$ cat src/rtl/pipeline_hazard_ctrl.sv
// Hazard and stall controller for the F/D/E/M/W ARM pipeline: forwarding selects,
// stall/flush strobes, a data-memory wait-state FSM and saturating perf counters.
module pipeline_hazard_ctrl #(
    parameter int ADDR_W   = 4,
    parameter int PC_REG   = 15,
    parameter int MEM_WAIT = 0,
    parameter int CNT_W    = 16
) (
    input  logic              clk,
    input  logic              reset,
    input  logic [ADDR_W-1:0] RA1D,
    input  logic [ADDR_W-1:0] RA2D,
    input  logic [ADDR_W-1:0] RA1E,
    input  logic [ADDR_W-1:0] RA2E,
    input  logic [ADDR_W-1:0] WA3E,
    input  logic [ADDR_W-1:0] WA3M,
    input  logic [ADDR_W-1:0] WA3W,
    input  logic              RegWriteE,
    input  logic              RegWriteM,
    input  logic              RegWriteW,
    input  logic              MemtoRegE,
    input  logic              PCSrcD,
    input  logic              PCSrcE,
    input  logic              PCSrcM,
    input  logic              PCSrcW,
    input  logic              BranchTakenE,
    input  logic              MemReqM,
    input  logic              cnt_clr,
    output logic [1:0]        ForwardAE,
    output logic [1:0]        ForwardBE,
    output logic              StallF,
    output logic              StallD,
    output logic              StallE,
    output logic              StallM,
    output logic              FlushD,
    output logic              FlushE,
    output logic              FlushW,
    output logic              MemBusy,
    output logic [CNT_W-1:0]  stall_cycles,
    output logic [CNT_W-1:0]  flush_events
);

    localparam int                WCNT_W    = (MEM_WAIT > 0) ? $clog2(MEM_WAIT + 1) : 1;
    localparam logic [WCNT_W-1:0] WCNT_LOAD = (MEM_WAIT > 0) ? WCNT_W'(MEM_WAIT - 1) : '0;
    localparam logic              MEM_EN    = (MEM_WAIT != 0);
    localparam logic [ADDR_W-1:0] PC_ADDR   = ADDR_W'(PC_REG);

    typedef enum logic {ST_IDLE, ST_WAIT} state_t;

    state_t            state_q, state_d;
    logic [WCNT_W-1:0] wcnt_q, wcnt_d;
    logic [CNT_W-1:0]  stall_cycles_q, stall_cycles_d;
    logic [CNT_W-1:0]  flush_events_q, flush_events_d;
    logic              memstall, ldstall, pcpend;
    logic [1:0]        fwd_a, fwd_b;

    always_ff @(posedge clk or posedge reset) begin
        if (reset) begin
            state_q        <= ST_IDLE;
            wcnt_q         <= '0;
            stall_cycles_q <= '0;
            flush_events_q <= '0;
        end else begin
            state_q        <= state_d;
            wcnt_q         <= wcnt_d;
            stall_cycles_q <= stall_cycles_d;
            flush_events_q <= flush_events_d;
        end
    end

    // The final WAIT cycle ignores MemReqM so a held access cannot retrigger itself.
    always_comb begin
        state_d = state_q;
        wcnt_d  = wcnt_q;
        case (state_q)
            ST_IDLE: begin
                if (MemReqM && MEM_EN) begin
                    wcnt_d  = WCNT_LOAD;
                    state_d = ST_WAIT;
                end
            end
            ST_WAIT: begin
                if (wcnt_q != '0) wcnt_d = wcnt_q - WCNT_W'(1);
                else              state_d = ST_IDLE;
            end
            default: state_d = ST_IDLE;
        endcase
    end

    always_comb begin
        memstall = (state_q == ST_IDLE) ? (MemReqM & MEM_EN) : (wcnt_q != '0);
        ldstall  = MemtoRegE & RegWriteE & ((RA1D == WA3E) | (RA2D == WA3E));
        pcpend   = PCSrcD | PCSrcE | PCSrcM;

        fwd_a = 2'b00;
        if (RegWriteM && RA1E == WA3M && RA1E != PC_ADDR)      fwd_a = 2'b10;
        else if (RegWriteW && RA1E == WA3W && RA1E != PC_ADDR) fwd_a = 2'b01;
        fwd_b = 2'b00;
        if (RegWriteM && RA2E == WA3M && RA2E != PC_ADDR)      fwd_b = 2'b10;
        else if (RegWriteW && RA2E == WA3W && RA2E != PC_ADDR) fwd_b = 2'b01;

        ForwardAE = reset ? 2'b00 : fwd_a;
        ForwardBE = reset ? 2'b00 : fwd_b;
        StallF    = ~reset & (memstall | ldstall | pcpend);
        StallD    = ~reset & (memstall | ldstall);
        StallE    = ~reset & memstall;
        StallM    = ~reset & memstall;
        FlushD    = ~reset & ~memstall & (pcpend | PCSrcW | BranchTakenE);
        FlushE    = ~reset & ~memstall & (ldstall | BranchTakenE);
        FlushW    = ~reset & memstall;
        MemBusy   = (state_q == ST_WAIT);
    end

    always_comb begin
        stall_cycles_d = stall_cycles_q;
        flush_events_d = flush_events_q;
        if (cnt_clr) begin
            stall_cycles_d = '0;
            flush_events_d = '0;
        end else begin
            if (StallF && stall_cycles_q != '1) stall_cycles_d = stall_cycles_q + CNT_W'(1);
            if (FlushE && flush_events_q != '1) flush_events_d = flush_events_q + CNT_W'(1);
        end
    end

    assign stall_cycles = stall_cycles_q;
    assign flush_events = flush_events_q;

endmodule

$ cat config.mk
export PLATFORM = sky130hd
export DESIGN_NAME = pipeline_hazard_ctrl
export DESIGN_NICKNAME = d
export VERILOG_FILES = /design/src/rtl/pipeline_hazard_ctrl.sv
export SDC_FILE = /design/constraint.sdc
export NUM_CORES = 1
export LEC_CHECK = 0
export BUFFER_PORTS_ARGS = -buffer_cell sky130_fd_sc_hd__buf_2
export CAP_MARGIN = 5
export CELL_PAD_IN_SITES_DETAIL_PLACEMENT = 1
export CELL_PAD_IN_SITES_GLOBAL_PLACEMENT = 1
export CORE_MARGIN = 2
export CORE_UTILIZATION = 30
export CTS_CLUSTER_SIZE = 8
export DETAILED_ROUTE_END_ITERATION = 8
export PLACE_DENSITY = 0.69
export SYNTH_ARGS = -nofsm -noshare
export SYNTH_HDL_FRONTEND = slang
export SYNTH_SLANG_ARGS = --single-unit
export TNS_END_PERCENT = 30
$ cat constraint.sdc
create_clock -name clk -period 3.4 [get_ports clk]
set_input_delay 0.51 -clock clk [delete_from_list [all_inputs] [get_ports clk]]
set_output_delay 0.51 -clock clk [all_outputs]
set_load 0.005 [all_outputs]
==> results.py <==
metrics = {
    "outcome": {
        "status": "complete, no violations",
    },
    "worst_hold_path": {
        "hp-class": "input port to asynchronous set/reset pin",
    },
    "synthesis": {
        "synth-simple-area-share_pct": 26.7,
        "synthesis.area_um2": 2210,
        "synth_fa_ha_area_share_pct": 1.13,
        "synth-edff-count": 0,
        "synth_top_family_by_area": "simple AND/OR/NAND/NOR gates",
        "synthCells": 255,
        "synth_ff_type": "dfrtp_1",
        "synth-async-reset-ratio_pct": 100,
        "seq_area_frac_synth_pct": 36.2,
        "synth_compound_area_share_pct": 15.0,
        "synth-xor-area-share_pct": 13.5,
        "postSynthRegisterBits": 32,
        "avgSynthCellArea_um2": 8.67,
        "synthMuxAreaShare_pct": 3.05,
        "ys_warn_count": 0,
        "synth.distinct_cells": 45,
    },
    "timing": {
        "post-route-period-util_pct": 68.8,
        "rsz0062_at_grt": "no",
        "setup_viol": 0,
        "final-max-slew-violation-count": 0,
        "finalHoldViolCount": 0,
        "period_needed_ps": 2340,
        "slew_headroom_pct": 53.9,
        "finalSetupTns_ps": 0,
        "fin_skew_ps": 5.70,
        "fmax_mhz": 428,
        "tightest_slew_ps": 692,
    },
    "global_route": {
        "grt_max_degree": 38,
        "grt_pass1_wl_mm": 10.8,
        "antenna_found_initial": 0,
        "grtUsageTotal_pct": 16.1,
        "grt.overflow.total": 0,
        "grt_pass1_vias": 2219,
    },
    "route": {
        "wl_per_cell_um": 14.4,
        "routed_wl_mm": 6.29,
        "post_drt_via_cell_ratio": 5.06,
        "via_count": 2205,
        "drt-pass1-iter-count": 4,
        "drtIter0Drc": 49,
        "ant_nets": 0,
        "drc_errors": 0,
    },
    "pwr": {
        "netSwitchingPower_uw": 226,
        "p_total_uw": 825,
        "p_leak_uw": 0.00130,
        "p_clk_share_pct": 37.6,
        "swShare_pct": 27.4,
        "ir_drop_uv": 165,
        "power_density_nw_per_um2": 296,
        "seqPwrFrac_pct": 47.3,
        "pwr-share-comb_pct": 15.2,
        "p_int_uw": 599,
    },
    "die": {
        "fp.coreArea_um2": 7210,
        "die_h_um": 89.9,
        "start_util_pct": 30.7,
        "std_cell_rows": 31,
        "fp.dieW_um": 89.9,
        "dieArea_um2": 8080,
        "ios": 85,
    },
    "worst_setup_path": {
        "crit_type": "flop to flop",
        "crit_path_start_kind": "flop",
        "crit_fanout": 7,
        "cp.required_ps": 3570,
        "critPathArrivalTime_ps": 2510,
        "critPathCaptureType": "flop",
    },
    "layout": {
        "antennaDiodeCount": 0,
        "final_nets": 379,
        "syn2layout_area_growth_pct": 25.8,
        "drive_gt1_share_pct": 30.3,
    },
    "flow_run": {
        "drv_cap": 0,
    },
    "clock_network": {
        "cts.hold.buffers_added": 0,
        "cts.sinks": 32,
        "root_buffer": "clkbuf_8",
        "cts_setup_buffers": 0,
        "cts_buffers": 5,
        "clk_pin_slew_ps": 70,
        "clockBufferDepth": 2,
        "cts-htree-levels": 2,
        "ctsResizeCount": 0,
        "clk_latency_ps": 280,
        "cts_tree": "done",
    },
    "placement": {
        "dp_hpwl_mm": 4.87,
        "io_buffers": 79,
        "gp_congestion": 0.788,
    },
}
[stage by stage]
stage	setup WS (ps)	cell area [µm²]	hold WS (ps)	std cells	util, %
after global placement	824	2690	554	428	37.3
final	1060	2780	359	436	38.6
after floorplan	600	2220	552	258	-
after CTS	1060	2780	372	436	38.6
after global routing	884	2780	401	436	38.6
after detailed placement	776	2690	565	428	37.3
[kinds of logic after synthesis]
family | after synthesis
and+or+nand+nor | 110
AOI/OAI and AO/OA | 52
xor gates and xnor gates | 34
DFF | 32
buffers and inverters | 18
muxes | 6
adders and majority gates | 2
other | 1
[per-layer routing]
layer	wire length, µm	up-vias	track usage (%)
met5	0	-	0
met4	35	0	2.69
met3	218	2	3.27
met2	3170	34	28.5
met1	2880	1096	20.7
li1	-	1073	-
[cell usage after synthesis, types with 2 or more instances]
| library cell | instances | share of area, % |
|---|---|---|
| o21ai_0 | 15 | 3.4 |
| xor2_1 | 25 | 9.9 |
| a211oi_1 | 3 | 1.0 |
| o211ai_1 | 5 | 1.7 |
| nand2b_1 | 2 | 0.57 |
| nor4_1 | 3 | 0.85 |
| nor4_4 | 2 | 1.9 |
| ha_1 | 2 | 1.1 |
| o2111ai_1 | 3 | 1.2 |
| dfrtp_1 | 32 | 36 |
| a2111oi_0 | 2 | 0.79 |
| xnor2_1 | 9 | 3.6 |
| or3_1 | 7 | 2.0 |
| a31o_2 | 3 | 1.2 |
| clkbuf_1 | 4 | 0.68 |
| nand2_1 | 13 | 2.2 |
| nand4_1 | 7 | 2.0 |
| nor2b_1 | 3 | 0.85 |
| inv_1 | 8 | 1.4 |
| nor2_1 | 33 | 5.6 |
| and3_1 | 5 | 1.4 |
| or2_2 | 2 | 0.57 |
| nand3_1 | 19 | 4.3 |
| nor3_1 | 4 | 0.91 |
| mux2_2 | 2 | 1.0 |
| a21oi_1 | 15 | 3.4 |
| or4_1 | 3 | 1.0 |
| buf_4 | 5 | 1.7 |
| mux2i_1 | 3 | 1.4 |
[power by group through the flow]
stage / combinational [µW] / sequential (µW) / clock (µW)
after floorplan: 73.2 / 397 / 0
after global placement: 125 / 397 / 0
after detailed placement: 127 / 397 / 0
after CTS: 128 / 390 / 320
after global routing: 143 / 391 / 338
final: 125 / 390 / 310
[layout make-up]
class,instances,area [µm²]
Clock buffer,8,90.1
Fill cell,923,4430
Inverter,8,30.0
Multi-Input combinational cell,208,1330
Sequential cell,32,801
Tap cell,99,124
Timing Repair Buffer,81,410
[cells in the final DEF, fill, tap and decap left out, types with 2 or more instances in the layout]
cell / instances
or4_1: 3
nor4_4: 2
clkbuf_8: 6
nand3_1: 19
xor2_1: 25
mux2i_1: 3
conb_1: 4
ha_1: 2
or3_1: 7
a31o_2: 3
clkbuf_1: 2
mux2_2: 2
inv_1: 8
nand4_1: 7
nor4_1: 3
nor3_1: 4
nand2_1: 13
nor2_1: 33
and3_1: 5
a21oi_1: 15
o211ai_1: 5
nand2b_1: 2
o2111ai_1: 3
dfrtp_1: 32
buf_4: 2
o21ai_0: 15
or2_2: 2
a2111oi_0: 2
nor2b_1: 3
buf_2: 79
a211oi_1: 3
xnor2_1: 9
[worst max-delay path, cell delays in order (launching register included)]
cell and delay, ps:
dfrtp_1 430, ha_1 270, nand2_1 130, nor2_1 100, a32o_1 290, a21oi_1 550
nand3_1 160, mux2_2 300
[final timing paths]
kind | startpoint | endpoint | slack (ps) | cells past startpoint
max | flush_events[0] | flush_events[13] | 1060 | 7
min | reset | flush_events[10] | 360 | 3
max reg2reg | flush_events[0] | flush_events[13] | 1060 | 7
min reg2reg | flush_events[10] | flush_events[10] | 570 | 2
max in group asynchronous | reset | stall_cycles[1] | 2830 | 3
min in group clk | flush_events[10] | flush_events[10] | 570 | 2
[flip-flops by register name, indices dropped and copies added, names as in the netlist]
signal        flops
stall_cycles     16
flush_events     16
Note: power is estimated with default switching activity, not from simulation.
